[src/rtl/game_flow_ctrl.sv]
// Breakout game sequencer: debounces the start button, runs the
// idle/serve/play/over/win flow, and tracks lives, score and bricks left.
module game_flow_ctrl #(
    parameter int NUM_BRICKS      = 50,
    parameter int INIT_LIVES      = 3,
    parameter int DEBOUNCE_CYC    = 250000,
    parameter int RESET_CYC       = 4,
    parameter int SCORE_PER_BRICK = 10
) (
    input  logic                  vga_clk,
    input  logic                  sys_rst_n,
    input  logic                  start,
    input  logic                  lose_sig,
    input  logic [NUM_BRICKS-1:0] brick_collision,
    output logic [1:0]            game_state,
    output logic                  game_reset,
    output logic [1:0]            lives,
    output logic [15:0]           score,
    output logic [5:0]            bricks_left
);

    localparam int DB_W = (DEBOUNCE_CYC > 1) ? $clog2(DEBOUNCE_CYC) : 1;
    localparam int SV_W = (RESET_CYC > 1) ? $clog2(RESET_CYC) : 1;

    localparam logic [DB_W-1:0] DB_LAST     = DB_W'(DEBOUNCE_CYC - 1);
    localparam logic [SV_W-1:0] SV_LAST     = SV_W'(RESET_CYC - 1);
    localparam logic [1:0]      LIVES_INIT  = 2'(INIT_LIVES);
    localparam logic [5:0]      BRICKS_INIT = 6'(NUM_BRICKS);
    localparam logic [16:0]     SCORE_STEP  = 17'(SCORE_PER_BRICK);

    localparam logic [2:0] ST_IDLE  = 3'd0;
    localparam logic [2:0] ST_SERVE = 3'd1;
    localparam logic [2:0] ST_PLAY  = 3'd2;
    localparam logic [2:0] ST_OVER  = 3'd3;
    localparam logic [2:0] ST_WIN   = 3'd4;

    logic [1:0]            sync_q;
    logic                  pressed;
    logic                  stable_pressed;
    logic                  pulse_prev;
    logic [DB_W-1:0]       db_cnt;
    logic                  start_pulse;

    logic [NUM_BRICKS-1:0] prev_collision;
    logic [NUM_BRICKS-1:0] new_hits;
    logic [5:0]            hit_cnt;
    logic [5:0]            bricks_upd;
    logic [16:0]           score_sum;
    logic [15:0]           score_upd;

    logic [2:0]            state, state_nxt;
    logic [SV_W-1:0]       serve_cnt, serve_nxt;
    logic [1:0]            lives_nxt;
    logic [15:0]           score_nxt;
    logic [5:0]            bricks_nxt;
    logic [1:0]            game_state_nxt;
    logic                  game_reset_nxt;

    // Two-flop synchroniser for the raw, active-low button (idles released = 1).
    always_ff @(posedge vga_clk) begin
        // NOTE: non-blocking assignments in clocked blocks so every flop samples pre-edge values.
        if (!sys_rst_n) sync_q <= 2'b11;
        else            sync_q <= {sync_q[0], start};
    end

    assign pressed = ~sync_q[1];

    // Debounce: accept a level change only after it has held DEBOUNCE_CYC cycles.
    always_ff @(posedge vga_clk) begin
        if (!sys_rst_n) begin
            stable_pressed <= 1'b0;
            db_cnt         <= '0;
            pulse_prev     <= 1'b0;
        end else begin
            pulse_prev <= stable_pressed;
            if (pressed == stable_pressed) begin
                db_cnt <= '0;
            end else if (db_cnt == DB_LAST) begin
                stable_pressed <= pressed;
                db_cnt         <= '0;
            end else begin
                db_cnt <= db_cnt + 1'b1;
            end
        end
    end

    // One pulse per accepted press; holding the button does not repeat it.
    assign start_pulse = stable_pressed & ~pulse_prev;

    // Keep last cycle's collision flags so only rising edges count as hits.
    always_ff @(posedge vga_clk) begin
        if (!sys_rst_n) prev_collision <= '0;
        else            prev_collision <= brick_collision;
    end

    assign new_hits = brick_collision & ~prev_collision;

    // Count new hits and form the floored brick count and saturated score.
    always_comb begin
        // NOTE: every combinational output gets a default first so no latch is inferred.
        hit_cnt = '0;
        for (int i = 0; i < NUM_BRICKS; i++) begin
            hit_cnt = hit_cnt + 6'(new_hits[i]);
        end
        bricks_upd = (bricks_left > hit_cnt) ? (bricks_left - hit_cnt) : 6'd0;
        score_sum  = {1'b0, score} + (17'(hit_cnt) * SCORE_STEP);
        score_upd  = score_sum[16] ? 16'hFFFF : score_sum[15:0];
    end

    // Next-state logic: game flow, life accounting and new-game loads.
    always_comb begin
        state_nxt  = state;
        serve_nxt  = serve_cnt;
        lives_nxt  = lives;
        score_nxt  = score;
        bricks_nxt = bricks_left;
        case (state)
            ST_IDLE, ST_OVER, ST_WIN: begin
                if (start_pulse) begin
                    state_nxt  = ST_SERVE;
                    serve_nxt  = '0;
                    lives_nxt  = LIVES_INIT;
                    score_nxt  = '0;
                    bricks_nxt = BRICKS_INIT;
                end
            end
            ST_SERVE: begin
                if (serve_cnt == SV_LAST) state_nxt = ST_PLAY;
                else                      serve_nxt = serve_cnt + 1'b1;
            end
            ST_PLAY: begin
                score_nxt  = score_upd;
                bricks_nxt = bricks_upd;
                // The last brick wins even if the ball is lost in the same cycle.
                if (bricks_upd == 6'd0) begin
                    state_nxt = ST_WIN;
                end else if (lose_sig) begin
                    if (lives > 2'd1) begin
                        lives_nxt = lives - 1'b1;
                        state_nxt = ST_SERVE;
                        serve_nxt = '0;
                    end else begin
                        lives_nxt = 2'd0;
                        state_nxt = ST_OVER;
                    end
                end
            end
            default: state_nxt = ST_IDLE;
        endcase
    end

    // Decode the registered outputs from the next state so they track the state flop.
    always_comb begin
        game_state_nxt = 2'b00;
        game_reset_nxt = 1'b0;
        case (state_nxt)
            ST_SERVE: game_reset_nxt = 1'b1;
            ST_PLAY:  game_state_nxt = 2'b01;
            ST_OVER:  game_state_nxt = 2'b10;
            ST_WIN:   game_state_nxt = 2'b11;
            default:  game_state_nxt = 2'b00;
        endcase
    end

    // State, counters and all outputs register together.
    always_ff @(posedge vga_clk) begin
        if (!sys_rst_n) begin
            state       <= ST_IDLE;
            serve_cnt   <= '0;
            lives       <= LIVES_INIT;
            score       <= '0;
            bricks_left <= BRICKS_INIT;
            game_state  <= 2'b00;
            game_reset  <= 1'b0;
        end else begin
            state       <= state_nxt;
            serve_cnt   <= serve_nxt;
            lives       <= lives_nxt;
            score       <= score_nxt;
            bricks_left <= bricks_nxt;
            game_state  <= game_state_nxt;
            game_reset  <= game_reset_nxt;
        end
    end

endmodule

[config.mk]
export PLATFORM = sky130hd
export DESIGN_NAME = game_flow_ctrl
export DESIGN_NICKNAME = d
export VERILOG_FILES = /design/src/rtl/game_flow_ctrl.sv
export SDC_FILE = /design/constraint.sdc
export NUM_CORES = 1
export LEC_CHECK = 0
export CAP_MARGIN = 20
export CELL_PAD_IN_SITES_DETAIL_PLACEMENT = 1
export CELL_PAD_IN_SITES_GLOBAL_PLACEMENT = 2
export CORE_AREA = 2 2 132 134
export CTS_BUF_LIST = sky130_fd_sc_hd__clkbuf_8
export CTS_CLUSTER_DIAMETER = 80
export DETAILED_ROUTE_END_ITERATION = 6
export DIE_AREA = 0 0 134 136
export PLACE_DENSITY = 0.86
export SLEW_MARGIN = 0
export SYNTH_ARGS = -nofsm -noshare
export SYNTH_HDL_FRONTEND = slang
export SYNTH_SLANG_ARGS = --single-unit
[constraint.sdc]
create_clock -name vga_clk -period 10 [get_ports vga_clk]
set_input_delay 1.5 -clock vga_clk [delete_from_list [all_inputs] [get_ports vga_clk]]
set_output_delay 1.5 -clock vga_clk [all_outputs]
set_load 0.02 [all_outputs]
# --- After elaboration in Yosys (flattened, before gate mapping) ---
# Cells that the tools add are included.
totals:
  reg_bits: 104
  wordCells: 127
  out_inout_bits: 27
classes:
  magnitude_cmp: 2
  add_sub_neg: 54
  n_bitwise: 7
  mul: 1
  n_reduce_logical: 10
  n_eq_ne: 16
  muxes: 25
op_table:
  columns: ["cell", "n"]
  rows:
  - ["$add A6 B1 Y6", 44]
  - ["$and A50 B50 Y50", 1]
  - ["$not A50 Y50", 1]
  - ["$mux W16", 2]
  - ["$pmux W16 S2", 1]
  - ["$mux W2", 10]
  - ["$add A18 B1 Y18 const B", 1]
  - ["$eq A18 B18 Y1 const B", 1]
  - ["$add A16 B10 Y17", 1]
  - ["$eq A3 B2 Y1 const B", 4]
  - ["$mux W3", 4]
  - ["$mux W6", 2]
  - ["$pmux W2 S3", 2]
  - ["$pmux W6 S2", 1]
  - ["$ne A2 B2 Y1 const B", 5]
  - ["$mul A6 B3 Y9 const B", 1]
  - ["$pmux W3 S3", 1]
  - ["$add A5 B1 Y6", 1]
  - ["$eq A3 B1 Y1 const B", 2]
  - ["$eq A3 B3 Y1 const B", 2]
  - ["$gt A6 B6 Y1", 1]
  - ["$logic_not A6 Y1", 1]
  - ["$reduce_and A6 Y1", 1]
  - ["$reduce_or A3 Y1", 2]
  - ["19 further kinds", 23]

# --- Longest topological paths before layout ---
depth:
  depth_word: 58
  mapped_depth: 35
  ltp_nobuf: 35

# --- Worst setup path before layout ---
# OpenSTA, ideal clock, no wires.
synth_timing:
  path_kind: "input to register"
  start: "input port brick_collision[29]"
  end: "register score[11]"
  arrival_time_ns: 9.069
  cell_stages: 34
  path_slack_ns: 0.802
  n_path_buf: 1
  setup_time_ns: 0.129
  cell_sequence: "nor2b_1 fa_1 inv_1 fa_1 inv_1 fa_1 inv_1 fa_1 inv_1 fa_1 fa_1 fa_1 ha_1 inv_1 fa_1 nand2b_1 a21oi_2 xnor2_2 inv_2 xnor2_1 inv_1 ha_1 a21o_1 a21oi_1 xnor2_1 ha_1 or2_2 o31a_1 o41ai_2 o21a_1 nor2_1 nand3_1 clkbuf_1 nand2_1"
synth_between:
  elab_chain_cells: 26
synth_rtl:
  columns: ["item", "line_no", "rtl"]
  rows:
  - ["start, declared", "14", "input logic [NUM_BRICKS-1:0] brick_collision,"]
  - ["$and A50 B50 Y50", "96", "assign new_hits = brick_collision & ~prev_collision;"]
  - ["$add A6 B1 Y6 (21 in a row)", "103", "hit_cnt = hit_cnt + 6'(new_hits[i]);"]
  - ["$mul A6 B3 Y9", "106", "score_sum = {1'b0, score} + (17'(hit_cnt) * SCORE_STEP);"]
  - ["$add A16 B10 Y17", "106", null]
  - ["$mux W16", "107", "score_upd = score_sum[16] ? 16'hFFFF : score_sum[15:0];"]
  - ["$pmux W16 S2", "117", "case (state)"]
  - ["end signal, assigned", "179", "score <= score_nxt;"]
  - ["end, declared", "18", "output logic [15:0] score,"]
# Every way passes these cells.
# A chain may end at the register's enable or synchronous reset.

# --- Worst setup path after layout ---
layout_timing:
  start: "input port brick_collision[29]"
  end: "register score[14]"
# Same word-level chain as after synthesis.

==> impl_metrics.env <==
export IMPL_yosysWarnings=0
export IMPL_fin_skew_ps=20.2
export IMPL_clock_fmax_ghz=0.105
export IMPL_port_buffers=80
export IMPL_hold_buffers=0
export IMPL_rsz0062_at_grt="no"
export IMPL_hold_violations=0
export IMPL_die_height_um=136
export IMPL_wl_um=13700
export IMPL_synth_edf_count=0
export IMPL_cp_slowest_stage_delay_ps=550
export IMPL_mostFrequentLayoutCells="dfxtp_1 (104), clkdlybuf4s50_1 (79), inv_1 (69)"
export IMPL_critPathMaxFanout=5
export IMPL_cap_violations=0
export IMPL_synth_area_um2=5940
export IMPL_final_util_pct=42.9
export IMPL_drtPass1Iterations=4
export IMPL_clock_path_buffers=2
export IMPL_met2_usage_pct=28.6
export IMPL_post_place_ws_ps=-171
export IMPL_finalSetupTns_ps=0
export IMPL_grt_busiest_layer="met2"
export IMPL_cp_common_cell="fa_1"
export IMPL_area_delta_synth_final_pct=21.8
export IMPL_seqCellArea_um2=2080
export IMPL_initial_core_util_pct=35.2
export IMPL_post_route_min_period_ps=9500
export IMPL_status="finished, final reports clean"
export IMPL_die_area_um2=18200
export IMPL_worst_slack_ps=502
export IMPL_worstPathRequired_ps=10300
export IMPL_gr_usage_met3_pct=2.80
export IMPL_multi_input_area_um2=3560
export IMPL_core_area_um2=16900
export IMPL_synth_ff_type="dfxtp_1"
export IMPL_drc_errors=0
export IMPL_critPathKind="in2reg"
export IMPL_yosys_area_top_type="dfxtp_1"
export IMPL_slowest_stage="fa_1"
export IMPL_grtUsageTotal_pct=15.9
export IMPL_setup_viol=0
export IMPL_final_common_cell="dfxtp_1"
export IMPL_gp_congestion=0.790
export IMPL_cts_root_buf="clkbuf_8"
export IMPL_path_clk_slew_ps=110
export IMPL_dr_first_iter_drc_count=124
export IMPL_post_route_period_util_pct=95.0
export IMPL_routed_via_density=4.72
export IMPL_synth_top_area_share_pct=35.0
export IMPL_overflow=0
export IMPL_ys_ff_latch=104
export IMPL_final_nets=840
export IMPL_dp_hpwl_um=11100
export IMPL_clock_sinks=104
export IMPL_n_antenna_cell=0
export IMPL_grt_pass1_wl_um=23100
export IMPL_grt_max_degree=64
export IMPL_maxSlewHeadroom_pct=50.1
export IMPL_min_path_type="reg2reg"
export IMPL_numCtsBuffers=9
export IMPL_ys_async_sr_fraction_pct=0
export IMPL_antenna_found_initial=0
export IMPL_rows=48
export IMPL_antenna_left=0
export IMPL_synthCells=629
export IMPL_clock_latency_ps=390
export IMPL_arrival_ps=9800
export IMPL_syn_area_per_cell_um2=9.44
export IMPL_grt_pass1_vias=4768
export IMPL_io_pins=81
export IMPL_cp_start_kind="primary input"
export IMPL_crit_path_end_kind="flop"
export IMPL_synth_distinct_cells=60
export IMPL_cts_tree="done"
export IMPL_syn_nets=759
export IMPL_drv_slew=0
export IMPL_wire_per_inst_um=14.6
export IMPL_met1_usage_pct=19.0
export IMPL_worst_slew_pin_slew_ps=746
export IMPL_layout_drive_gt1_share_pct=6.43
export IMPL_ys_seq_area_share_pct=35.0
export IMPL_ys_top_cells_by_area="dfxtp_1 (35%), fa_1 (15%), ha_1 (6.7%)"
export IMPL_h_tree_depth=3
export IMPL_die_w_um=134
export IMPL_fill_cells=1894
export IMPL_vias=4435
==> sequential cells by signal (all words and copies together), names as in the netlist <==
register        count
bricks_left         6
db_cnt             18
game_reset          1
game_state          2
lives               2
prev_collision     50
pulse_prev          1
score              16
serve_cnt           2
stable_pressed      1
state               3
sync_q              2
==> cell families after synthesis <==
group	count (synthesis)	share of synthesized area, %
fa+ha+maj	78	21.9
flops	104	35.0
compound gates	84	10.2
simple gates	243	21.8
xor+xnor	34	5.43
buf+inv	85	5.39
mux	1	0.168
==> area by class of cell <==
cell class | instances | share of cell area (%)
multi-input cells | 440 | 49.2
flip-flops and latches | 104 | 28.8
repair buffers | 85 | 11.5
well taps | 225 | 3.89
inverters | 70 | 3.63
clock buffers | 10 | 1.90
clock inverters | 6 | 1.02
==> metal layers <==
layer,share of wire [%],vias to the layer above,routed length [um]
met5,0,-,0
li1,-,2191,-
met2,51,58,7020
met1,44,2171,6080
met4,1.8,0,240
met3,2.7,15,375
==> final timing paths <==
kind                                                     from                endpoint  slack (ps)  cells after the start
worst max register to register  prev_collision[29]$_SDFF_PN0_  score[14]$_SDFFE_PN0P_        1790                     33
worst min register to register           sync_q[0]$_SDFF_PN1_    sync_q[1]$_SDFF_PN1_         430                      1
worst min-delay path                     sync_q[0]$_SDFF_PN1_    sync_q[1]$_SDFF_PN1_         430                      1
worst max-delay path                      brick_collision[29]  score[14]$_SDFFE_PN0P_         500                     34
==> per-stage QoR <==
step	hold WS, ps	cell area [um^2]	instances
detailed placement	406	7000	924
finish	430	7230	940
global route	460	7230	940
global placement	411	7000	924
floorplan	386	5940	629
CTS	433	7210	940
==> worst max-delay path, delay by kind of cell <==
family	cells	cell delay [ps]
buf+inv	8	890
compound gates	8	1490
simple gates	4	630
fa+ha+maj	11	4840
xor+xnor	3	450
==> cell usage after synthesis (2+ instances only) <==
cell type and instances:
or2_2 4, nor2b_1 30, a21o_2 2, nor4b_1 3, a211oi_1 2, a21oi_1 21
a21o_1 6, and3_1 6, clkbuf_1 14, ha_1 32, nand3_1 14, nand2b_1 32
xor2_1 14, o31ai_1 2, nor3_1 10, a22oi_1 9, fa_1 44, dfxtp_1 104
xnor2_1 18, nand2_1 35, o21ai_0 11, o21a_1 4, inv_1 69, a31oi_1 5
o21bai_1 3, nor2_1 50, and2_1 52
==> repair_timing <==
action	4_1_cts	5_1_grt
resized for setup	0	7
endpoints found under the hold margin	0	0
setup buffers	0	0
setup endpoints to repair	0	15
Power is not shown: default switching activity piles up to over one toggle a cycle in this logic, so the estimate is an artifact.
